<file path="config.mk">
export PLATFORM = sky130hd
export DESIGN_NAME = pipeline_hazard_controller
export DESIGN_NICKNAME = d
export VERILOG_FILES = /design/src/rtl/pipeline_hazard_controller.sv
export SDC_FILE = /design/constraint.sdc
export NUM_CORES = 1
export LEC_CHECK = 0
export CAP_MARGIN = 10
export CORE_UTILIZATION = 46
export CTS_CLUSTER_DIAMETER = 30
export DETAILED_ROUTE_END_ITERATION = 7
export GPL_TIMING_DRIVEN = 0
export HOLD_SLACK_MARGIN = 0.03
export PLACE_DENSITY_LB_ADDON = 0.2
export REMOVE_ABC_BUFFERS = 1
export SLEW_MARGIN = 20
export SYNTH_ARGS = -nofsm -noshare
export SYNTH_HDL_FRONTEND = slang
export SYNTH_SLANG_ARGS = --single-unit
</file>
<file path="constraint.sdc">
create_clock -name i_clk -period 6 [get_ports i_clk]
set_input_delay 1.5 -clock i_clk [delete_from_list [all_inputs] [get_ports i_clk]]
set_output_delay 1.5 -clock i_clk [all_outputs]
set_load 0.02 [all_outputs]
</file>
<file path="src/rtl/pipeline_hazard_controller.sv">
// Decode-stage hazard/flow controller for a 5-stage pipeline: load-use stalls, branch flushes,
// data-memory wait stalls with timeout halt. Optional counters under HAZARD_PERF_CNT_EN.
module pipeline_hazard_controller #(
  parameter int FLUSH_CYCLES = 2,
  parameter int MEM_TIMEOUT  = 15
) (
  input  logic        i_clk,
  input  logic        i_rst,
  input  logic        i_id_valid,
  input  logic [4:0]  i_id_rs1_index,
  input  logic [4:0]  i_id_rs2_index,
  input  logic        i_ex_valid,
  input  logic        i_ex_mem_read,
  input  logic [4:0]  i_ex_rd_index,
  input  logic        i_branch_taken,
  input  logic [63:0] i_branch_target,
  input  logic        i_dmem_req,
  input  logic        i_dmem_ready,
  output logic        o_pc_enable,
  output logic        o_pc_sel,
  output logic [63:0] o_pc_target,
  output logic        o_if_id_enable,
  output logic        o_id_ex_enable,
  output logic        o_id_ex_bubble,
  output logic        o_flush_if_id,
  output logic        o_halt
`ifdef HAZARD_PERF_CNT_EN
  ,
  output logic [31:0] o_stall_cycles,
  output logic [31:0] o_flush_events,
  output logic [31:0] o_mem_wait_cycles
`endif
);

  localparam int FW = $clog2(FLUSH_CYCLES + 1);
  localparam int WW = $clog2(MEM_TIMEOUT + 1);
  localparam logic [FW-1:0] FCNT_INIT = FW'(FLUSH_CYCLES - 1);
  localparam logic [WW-1:0] WCNT_MAX  = WW'(MEM_TIMEOUT);

  typedef enum logic [1:0] {S_RUN, S_FLUSH, S_MEM_WAIT, S_HALT} state_t;

  state_t        r_state, w_state_next;
  logic [FW-1:0] r_fcnt, w_fcnt_next;
  logic [WW-1:0] r_wcnt, w_wcnt_next;
  logic          r_pending, w_pending_next;
  logic [63:0]   r_target, w_target_next;
  logic          r_prior_flush, w_prior_flush_next;

  logic w_hazard, w_memwait;
  logic w_act_run, w_act_flush, w_redirect, w_use_latched;
  logic w_pc_enable, w_pc_sel, w_if_id_enable, w_id_ex_enable, w_id_ex_bubble, w_flush, w_halt;
  logic [63:0] w_pc_target;

  assign w_hazard = i_id_valid & i_ex_valid & i_ex_mem_read & (i_ex_rd_index != 5'd0) &
                    ((i_ex_rd_index == i_id_rs1_index) | (i_ex_rd_index == i_id_rs2_index));
  assign w_memwait = i_dmem_req & ~i_dmem_ready;

  always_comb begin
    w_state_next       = r_state;
    w_fcnt_next        = r_fcnt;
    w_wcnt_next        = r_wcnt;
    w_pending_next     = r_pending;
    w_target_next      = r_target;
    w_prior_flush_next = r_prior_flush;
    w_act_run          = 1'b0;
    w_act_flush        = 1'b0;
    w_redirect         = 1'b0;
    w_use_latched      = 1'b0;
    w_pc_enable        = 1'b0;
    w_pc_sel           = 1'b0;
    w_if_id_enable     = 1'b0;
    w_id_ex_enable     = 1'b0;
    w_id_ex_bubble     = 1'b0;
    w_flush            = 1'b0;
    w_halt             = 1'b0;

    case (r_state)
      S_RUN:   w_act_run = 1'b1;
      S_FLUSH: w_act_flush = 1'b1;
      S_MEM_WAIT: begin
        if (w_memwait) begin
          if (r_wcnt == WCNT_MAX) w_state_next = S_HALT;
          else w_wcnt_next = r_wcnt + WW'(1);
          if (i_branch_taken) begin
            w_pending_next = 1'b1;
            w_target_next  = i_branch_target;
          end
        end else if (r_pending) begin
          w_redirect    = 1'b1;
          w_use_latched = 1'b1;
        end else if (r_prior_flush) begin
          w_act_flush = 1'b1;
        end else begin
          w_act_run = 1'b1;
        end
      end
      S_HALT:  w_halt = 1'b1;
      default: w_state_next = S_RUN;
    endcase

    // RUN and FLUSH share the memwait/branch front end; a finished wait re-enters here too.
    if (w_act_run || w_act_flush) begin
      if (w_memwait) begin
        w_state_next       = S_MEM_WAIT;
        w_wcnt_next        = WW'(1);
        w_prior_flush_next = w_act_flush;
        if (i_branch_taken) begin
          w_pending_next = 1'b1;
          w_target_next  = i_branch_target;
        end
      end else if (i_branch_taken) begin
        w_redirect = 1'b1;
      end else if (w_act_flush) begin
        w_pc_enable    = 1'b1;
        w_if_id_enable = 1'b1;
        w_id_ex_enable = 1'b1;
        w_id_ex_bubble = 1'b1;
        w_flush        = 1'b1;
        if (r_fcnt <= FW'(1)) begin
          w_state_next = S_RUN;
        end else begin
          w_state_next = S_FLUSH;
          w_fcnt_next  = r_fcnt - FW'(1);
        end
      end else if (w_hazard) begin
        w_id_ex_enable = 1'b1;
        w_id_ex_bubble = 1'b1;
        w_state_next   = S_RUN;
      end else begin
        w_pc_enable    = 1'b1;
        w_if_id_enable = 1'b1;
        w_id_ex_enable = 1'b1;
        w_state_next   = S_RUN;
      end
    end

    if (w_redirect) begin
      w_pc_enable    = 1'b1;
      w_pc_sel       = 1'b1;
      w_if_id_enable = 1'b1;
      w_id_ex_enable = 1'b1;
      w_id_ex_bubble = 1'b1;
      w_flush        = 1'b1;
      w_pending_next = 1'b0;
      w_fcnt_next    = FCNT_INIT;
      w_state_next   = (FLUSH_CYCLES == 1) ? S_RUN : S_FLUSH;
    end
  end

  assign w_pc_target = w_pc_sel ? (w_use_latched ? r_target : i_branch_target) : 64'd0;

  // Reset is asynchronous, so the outputs are gated directly rather than waiting for a clock.
  assign o_pc_enable    = w_pc_enable & ~i_rst;
  assign o_pc_sel       = w_pc_sel & ~i_rst;
  assign o_pc_target    = i_rst ? 64'd0 : w_pc_target;
  assign o_if_id_enable = w_if_id_enable & ~i_rst;
  assign o_id_ex_enable = w_id_ex_enable & ~i_rst;
  assign o_id_ex_bubble = w_id_ex_bubble & ~i_rst;
  assign o_flush_if_id  = w_flush & ~i_rst;
  assign o_halt         = w_halt & ~i_rst;

  always_ff @(posedge i_clk or posedge i_rst) begin
    if (i_rst) begin
      r_state       <= S_RUN;
      r_fcnt        <= '0;
      r_wcnt        <= '0;
      r_pending     <= 1'b0;
      r_target      <= 64'd0;
      r_prior_flush <= 1'b0;
    end else begin
      r_state       <= w_state_next;
      r_fcnt        <= w_fcnt_next;
      r_wcnt        <= w_wcnt_next;
      r_pending     <= w_pending_next;
      r_target      <= w_target_next;
      r_prior_flush <= w_prior_flush_next;
    end
  end

`ifdef HAZARD_PERF_CNT_EN
  logic [31:0] r_stall_cnt, r_flush_cnt, r_wait_cnt;
  logic        w_stall;

  // A bubble with the PC held is exactly a load-use stall cycle.
  assign w_stall = w_id_ex_bubble & ~w_pc_enable;

  always_ff @(posedge i_clk or posedge i_rst) begin
    if (i_rst) begin
      r_stall_cnt <= 32'd0;
      r_flush_cnt <= 32'd0;
      r_wait_cnt  <= 32'd0;
    end else begin
      if (w_stall && r_stall_cnt != 32'hFFFF_FFFF) r_stall_cnt <= r_stall_cnt + 32'd1;
      if (w_pc_sel && r_flush_cnt != 32'hFFFF_FFFF) r_flush_cnt <= r_flush_cnt + 32'd1;
      if (r_state == S_MEM_WAIT && r_wait_cnt != 32'hFFFF_FFFF) r_wait_cnt <= r_wait_cnt + 32'd1;
    end
  end

  assign o_stall_cycles    = r_stall_cnt;
  assign o_flush_events    = r_flush_cnt;
  assign o_mem_wait_cycles = r_wait_cnt;
`endif

endmodule

</file>
Word level (Yosys, flattened, before mapping) --
Cells that the tools add are included.
Storage, ports and cells: bits in registers 74, output and inout bits 71, logic and storage cells 112
Operators by class: add/subtract/negate cells 2, order comparisons 1, equality and inequality tests 9, mux-type cells 73, bitwise operators 14, reductions and logical operators 7
Operator list (number):
- 2-to-1 mux 64 bit | 9
- 2-to-1 mux 1 bit | 43
- 2-to-1 mux 2 bit | 14
- 2-to-1 mux 4 bit | 5
- AND 1 bit | 11
- == test 5 bit | 2
- AND reduction 5 bit | 1
- nonzero test 5 bit | 1
- adder 4 x 1 -> 4 bit (second input constant) | 1
- == test 2 bit (second input constant) | 2
- == test 4 bit (second input constant) | 1
- != test 2 x 1 -> 1 bit (second input constant) | 2
- case mux 1 bit (2 select lines) | 2
- nonzero test 2 bit | 2
- == test 2 x 1 -> 1 bit (second input constant) | 1
- less-or-equal comparator 2 x 1 -> 1 bit (second input constant) | 1
- logical NOT 2 bit | 1
- != test 2 bit (second input constant) | 1
- NOT 1 bit | 2
- AND reduction 2 bit | 1
- subtractor 2 x 1 -> 2 bit (second input constant) | 1
- logical OR 1 bit | 1
- OR 1 bit | 1

Longest topological paths before layout --
Gate-level depths: netlist of run 1.
depth in word-level cells 11, gate-level depth with buffers 9, depth with buffers taken out 6

Least setup slack after synthesis of run 1 --
No wires, ideal clock.
path type input-to-output, start input port i_dmem_req, end output port o_pc_target[10], arrival 2734 ps, path slack 1766 ps, cell stages on the path 6, buffers on the path 2, cells stage by stage nor2b_4 > buf_6 > nor2_2 > clkbuf_1 > nand2_1 > a21oi_1
Between the ends: word-level cells in the longest chain between the ends 9, elaborated cells between the ends (all ways) 15, classes of those cells mux (13); bitwise (1); reduce/logical (1)
Ends and longest elaborated chain:
- start: declaration | RTL line 17 | input logic i_dmem_req,
- AND 1 bit * | RTL line 56 | assign w_memwait = i_dmem_req & ~i_dmem_ready;
- 2-to-1 mux 1 bit | RTL line 81 | if (w_memwait) begin
- 2-to-1 mux 1 bit | RTL line 77 | case (r_state)
- 2-to-1 mux 1 bit | RTL line 111 | end else if (i_branch_taken) begin
- 2-to-1 mux 1 bit | RTL line 103 | if (w_memwait) begin
- 2-to-1 mux 1 bit | RTL line 102 | if (w_act_run || w_act_flush) begin
- 2-to-1 mux 1 bit | RTL line 137 | if (w_redirect) begin
- 2-to-1 mux 64 bit * | RTL line 150 | assign w_pc_target = w_pc_sel ? (w_use_latched ? r_target : i_branch_target) : 64'd0;
- 2-to-1 mux 64 bit * | RTL line 155 | assign o_pc_target = i_rst ? 64'd0 : w_pc_target;
- end: declaration | RTL line 21 | output logic [63:0] o_pc_target,
Mark *: on every way between the ends. The rest lies on a longest branch, timed or not.

Worst setup path in the final report of run 1 --
start input port i_dmem_req, end output port o_pc_target[51]
Same word-level chain as after synthesis.

==> results.sh, run 1 <==
export IMPL_avgRoutedWirePerCell_um=15.0
export IMPL_max_freq_mhz=175
export IMPL_place_gp_congestion=0.785
export IMPL_start_kind="input port"
export IMPL_min_path_cells=1
export IMPL_syn2layout_area_growth_pct=43.5
export IMPL_cts_buffers=9
export IMPL_max_clock_path_buffers=2
export IMPL_synth_distinct_cells=45
export IMPL_final_core_util=0.684
export IMPL_fp_dieW_um=99.9
export IMPL_finalSetupViolCount=0
export IMPL_cp_depth=8
export IMPL_synth_cells=452
export IMPL_num_antenna_cells=0
export IMPL_critPathCaptureType="output port"
export IMPL_critical_path_class="in -> out"
export IMPL_crit_path_cell_trace="clkdlybuf4s50_1 > nor2b_4 > nor2_1 > a31oi_4 > buf_16 > buf_16 > a21oi_1 > clkdlybuf4s50_1"
export IMPL_critical_path_required_ps=4500
export IMPL_synth_ff_type="dfrtp_1"
export IMPL_synth_area_top_cells="dfrtp_1 42%, mux2_4 17%, nand2_1 12%"
export IMPL_synth_edf_count=0
export IMPL_grt_pass1_vias=3778
export IMPL_rows=35
export IMPL_via_count=3737
export IMPL_synthMostInstantiatedCell="nand2_1"
export IMPL_grt_max_degree=65
export IMPL_synth_area_per_cell_um2=9.75
export IMPL_setup_slack_ps=287
export IMPL_tightest_slew_ps=705
export IMPL_wl_met2_mm=5.19
export IMPL_path_max_fanout=25
export IMPL_ff2ff_setup_slack_ps=3490
export IMPL_max_cap_violations=0
export IMPL_slowest_delay_ps=630
export IMPL_via_per_inst=5.12
export IMPL_hp_class="reg -> reg"
export IMPL_fin_crit_sh=0.952
export IMPL_drt_total_wl_mm=10.9
export IMPL_layout_min_cycle_time_ps=5710
export IMPL_grt_pass1_wl_mm=17.9
export IMPL_die_area_um2=9980
export IMPL_ys_warn_count=0
export IMPL_synth_common_cells="139 x nand2_1, 74 x dfrtp_1, 66 x a21oi_1"
export IMPL_initial_core_util=0.477
export IMPL_dr_wl_met3_um=703
export IMPL_relSlewSlack=0.526
export IMPL_nets=691
export IMPL_finClkSkew_ps=3.76
export IMPL_synthesis_area_um2=4410
export IMPL_cts_htree_levels=3
export IMPL_ys_ff_latch=74
export IMPL_coreArea_um2=9240
export IMPL_grtUsageTotal=0.224
export IMPL_post_cts_resized=0
export IMPL_netlist_area_leader_share=0.420
export IMPL_arrival_ps=4210
export IMPL_synthArstFlopShare=1.00
export IMPL_status="finished, final reports clean"
export IMPL_tritoncts="built"
export IMPL_min_to="r_target[7]"
export IMPL_dpl_hpwl_mm=7.61
export IMPL_root_buffer="clkbuf_8"
export IMPL_peakVddDrop_mv=0.174
export IMPL_ys_seq_area_frac=0.420
export IMPL_hp_start="r_target[7]"
export IMPL_hold_viol=0
export IMPL_grt_overflow_total=0
export IMPL_r2r_end="r_target[0]"
export IMPL_path_clk_slew_ps=80
export IMPL_port_buffers=157
export IMPL_p_per_area_nw_per_um2=381
export IMPL_hold_buffers=0
export IMPL_r2r_start="r_state[0]"
export IMPL_clock_latency_ps=340
export IMPL_crit_buf_inv=4
export IMPL_io_pins=158
export IMPL_total_power_mw=2.41
export IMPL_grt_antenna_before_repair=0
export IMPL_dieHeight_um=99.9
export IMPL_drc_errors=0
export IMPL_crit_family="buffers and inverters"
export IMPL_wl_met1_mm=4.91
export IMPL_top_layer="met4"
export IMPL_slowest_stage="a31oi_4"
export IMPL_drt_first_iter_violations=93
export IMPL_rsz0062_at_grt="false"
export IMPL_ant_nets=0
export IMPL_synth_largest_area_cell="dfrtp_1"
export IMPL_place_worst_setup_slack_ps=287
export IMPL_cts_setup_buffers=0
export IMPL_p_leak_nw=2.70
export IMPL_report_final_slew_viol_count=0
export IMPL_first_pass_iters=4
export IMPL_layout_drive_gt1_share=0.156
export IMPL_clock_sinks=74
export IMPL_r2r_cells=6
per-stage QoR:
stage | TNS, ps | hold WS (ps) | instances | instance area (um2)
floorplan | 0 | 481 | 423 | 4210
global placement | -83360 | 490 | 709 | 5940
detailed placement | 0 | 493 | 715 | 6120
CTS | 0 | 516 | 730 | 6320
global route | 0 | 528 | 730 | 6320
finish | 0 | 513 | 730 | 6320
worst register-to-register path: stages, from the launching register on:
cell	delay, ps
dfrtp_1	450
inv_1	100
ha_1	370
a21o_1	200
o211a_4	550
buf_16	310
mux2_2	430
registers in the layout, summed over array words and instances, names as in the netlist, named ones only:
register	flops
r_fcnt	2
r_pending	1
r_prior_flush	1
r_state	2
r_target	64
layout by cell type (no fill, tap or decap), drive strengths merged, types with 4 or more instances in the layout:
cell           instances
a21oi                 66
buf                    6
clkbuf                10
clkdlybuf4s50        157
dfrtp                 74
ha                     7
inv                   10
mux2                  65
nand2                139
nor2                   4
nor3                   6
o21ai                  4
o31ai                  4
xor2                  10
cell type report:
class | instances | area (um2)
clock inverter | 5 | 80.1
clock buffer | 10 | 128
tap | 129 | 161
timing repair buffer | 163 | 1720
multi-input combinational | 339 | 2350
sequential | 74 | 1850
inverter | 10 | 40.0
fill | 708 | 2920
power breakdown:
group	switching [mW]	leakage [nW]	internal (mW)
Clock	0.187	0.0984	0.231
Sequential	0.139	0.889	0.738
Combinational	0.502	1.71	0.612
logic make-up after synthesis:
kind of cell | after synthesis | share of synthesized area
muxes | 65 | 0.208
and+or+nand+nor | 165 | 0.155
xor gates and xnor gates | 10 | 0.0199
buffers and inverters | 39 | 0.0542
DFF | 74 | 0.420
AOI/OAI and AO/OA | 92 | 0.123
adders and majority gates | 7 | 0.0199
how the worst max path moves through the flow:
stage	to	slack, ps	from
2_1_floorplan	o_id_ex_bubble	420	i_dmem_req
3_3_place_gp	o_id_ex_bubble	-1440	i_dmem_req
3_5_place_dp	o_pc_target[24]	290	i_dmem_req
4_1_cts	o_pc_target[51]	280	i_dmem_req
5_1_grt	o_pc_target[41]	110	i_dmem_req
6_report	o_pc_target[51]	290	i_dmem_req
routing by layer:
metal  global-route usage  vias to the layer above
met5                    0                        -
met4               0.0679                        0
met3               0.0613                       14
met2                0.371                       99
met1                0.287                     1794
li1                     -                     1830
Note: power is estimated with default switching activity, not from simulation.
==> run 2, diff against run 1 <==
Settings changed: PLACE_DENSITY set to 0.85, PLACE_DENSITY_LB_ADDON 0.2 to unset.
==> run 2 against run 1 <==
Global-route usage up 0.79 points. Largest power group unchanged. Sequential power up 0.5%. Core utilization up 0.095 points. Critical endpoint is now o_pc_target[11]. Wire length up 6.7%.
==> results.sh, run 2 (synthesis results as in run 1) <==
export IMPL_status="finished, final reports clean"
export IMPL_worst_path_most_repeated_cell="clkdlybuf4s50_1"
export IMPL_critical_path_required_ps=4500
export IMPL_port_buffers=157
export IMPL_grt_pass1_vias=3986
export IMPL_drt_total_wl_mm=11.7
export IMPL_final_cell_mix="157 x clkdlybuf4s50_1, 138 x nand2_1, 74 x dfrtp_1"
export IMPL_placed_cells=715
export IMPL_drc_errors=0
export IMPL_cts_buffers=9
export IMPL_cp_endpoint="o_pc_target[11]"
export IMPL_slowest_delay_ps=550
export IMPL_slowest_stage="clkdlybuf4s50_1"
export IMPL_via_count=3824
export IMPL_wl_met1_mm=4.83
export IMPL_fillCellCount=702
export IMPL_tightest_slew_ps=730
export IMPL_start_kind="input port"
export IMPL_grt_max_degree=65
export IMPL_cp_depth=8
export IMPL_top_layer="met4"
export IMPL_setup_slack_ps=271
export IMPL_r2r_start="r_state[0]"
export IMPL_fp_dieW_um=99.9
export IMPL_r2r_end="r_target[5]"
export IMPL_final_common_cell="clkdlybuf4s50_1"
export IMPL_finClkSkew_ps=13.6
export IMPL_hold_buffers=0
export IMPL_rsz0062_at_grt="false"
export IMPL_die_area_um2=9980
export IMPL_path_max_fanout=26
export IMPL_ff2ff_setup_slack_ps=3460
export IMPL_path_clk_slew_ps=80
export IMPL_max_freq_mhz=175
export IMPL_clock_sinks=74
export IMPL_clock_latency_ps=340
export IMPL_wl_met2_mm=6.02
export IMPL_layout_min_cycle_time_ps=5730
export IMPL_avgRoutedWirePerCell_um=15.9
export IMPL_tritoncts="built"
export IMPL_place_gp_congestion=0.791
export IMPL_initial_core_util=0.477
export IMPL_drt_first_iter_violations=169
export IMPL_crit_buf_inv=4
export IMPL_cts_setup_buffers=0
export IMPL_top_register="r_target"
export IMPL_crit_family="buffers and inverters"
export IMPL_relSlewSlack=0.509
export IMPL_num_antenna_cells=0
export IMPL_ant_nets=0
export IMPL_final_instance_count_excl_fill=732
export IMPL_peakVddDrop_mv=0.154
export IMPL_largest_reg_flops=64
export IMPL_layout_drive_gt1_share=0.159
export IMPL_critical_path_class="in -> out"
export IMPL_grt_pass1_wl_mm=18.6
export IMPL_via_per_inst=5.22
export IMPL_critPathCaptureType="output port"
export IMPL_dieHeight_um=99.9
export IMPL_largestRegisters="r_target x64, r_fcnt x2, r_state x2"
export IMPL_place_worst_setup_slack_ps=165
export IMPL_fin_crit_sh=0.955
export IMPL_root_buffer="clkbuf_8"
export IMPL_report_final_slew_viol_count=0
export IMPL_io_pins=158
export IMPL_arrival_ps=4230
export IMPL_nets=692
export IMPL_grt_antenna_before_repair=0
export IMPL_dr_wl_met3_um=588
export IMPL_dpl_hpwl_mm=8.15
export IMPL_p_leak_nw=2.69
export IMPL_hold_ws_ps=513
export IMPL_crit_path_cell_trace="clkdlybuf4s50_1 > nor2b_4 > nor2_1 > a31oi_4 > buf_16 > buf_8 > a21oi_1 > clkdlybuf4s50_1"
export IMPL_max_clock_path_buffers=2
export IMPL_finalSetupViolCount=0
export IMPL_first_pass_iters=4
export IMPL_max_cap_violations=0
export IMPL_hold_viol=0
export IMPL_post_cts_resized=0
export IMPL_hp_class="reg -> reg"
export IMPL_cts_htree_levels=3
export IMPL_coreArea_um2=9240
export IMPL_rows=35
export IMPL_startpoint="i_dmem_req"
export IMPL_r2r_cells=6
export IMPL_grtUsageTotal=0.232
export IMPL_syn2layout_area_growth_pct=43.7
export IMPL_grt_overflow_total=0
export IMPL_p_per_area_nw_per_um2=386
==> run 2: cell types whose count changed in the layout (fill, tap and decap cells not counted), sizes merged <==
cell and delta:
clkinvlp +1, a31oi +1
==> run 2: worst min path at each step <==
stage,start,end,slack [ps],depth (start not counted)
4_1_cts,r_target[8],r_target[8],520,1
2_1_floorplan,r_target[0],r_target[0],480,1
5_1_grt,r_target[34],r_target[34],530,1
6_report,r_target[12],r_target[12],510,1
3_5_place_dp,r_target[14],r_target[14],490,1
3_3_place_gp,r_target[6],r_target[6],490,1
==> run 2: where the power goes <==
| part | internal [mW] | leakage, nW | total (mW) | switching [mW] |
|---|---|---|---|---|
| combinational | 0.611 | 1.70 | 1.14 | 0.525 |
| sequential | 0.738 | 0.889 | 0.880 | 0.142 |
| clock | 0.235 | 0.0987 | 0.428 | 0.193 |
| total | 1.58 | 2.69 | 2.44 | 0.860 |
==> run 2: worst reg2reg max path, cell delays in order (launching register included) <==
cell,delay [ps]
dfrtp_1,430
inv_1,100
ha_1,380
a21o_1,200
o211a_4,590
buf_12,320
mux2_2,410
==> run 2: metrics by stage <==
step	cell area, um2	power [mW]	util	TNS (ps)
5_1_grt	6330	2.59	0.685	0
6_report	6330	2.44	0.685	0
2_1_floorplan	4210	1.59	-	0
3_3_place_gp	5940	1.94	0.643	-77940
3_5_place_dp	6100	2.01	0.660	0
4_1_cts	6320	2.45	0.684	0
==> run 2: final cells by class <==
class	instances	area (um2)	area share
Multi-Input combinational cell	340	2360	0.372
Sequential cell	74	1850	0.292
Timing Repair Buffer	163	1700	0.269
Tap cell	129	161	0.0255
Clock buffer	10	128	0.0202
Clock inverter	6	91.3	0.0144
Inverter	10	40.0	0.00632
==> run 2: routing by layer <==
| layer | track usage | up-vias |
|---|---|---|
| met5 | 0 | - |
| met1 | 0.275 | 1857 |
| met2 | 0.422 | 119 |
| li1 | - | 1826 |
| met3 | 0.0508 | 22 |
| met4 | 0.0656 | 0 |
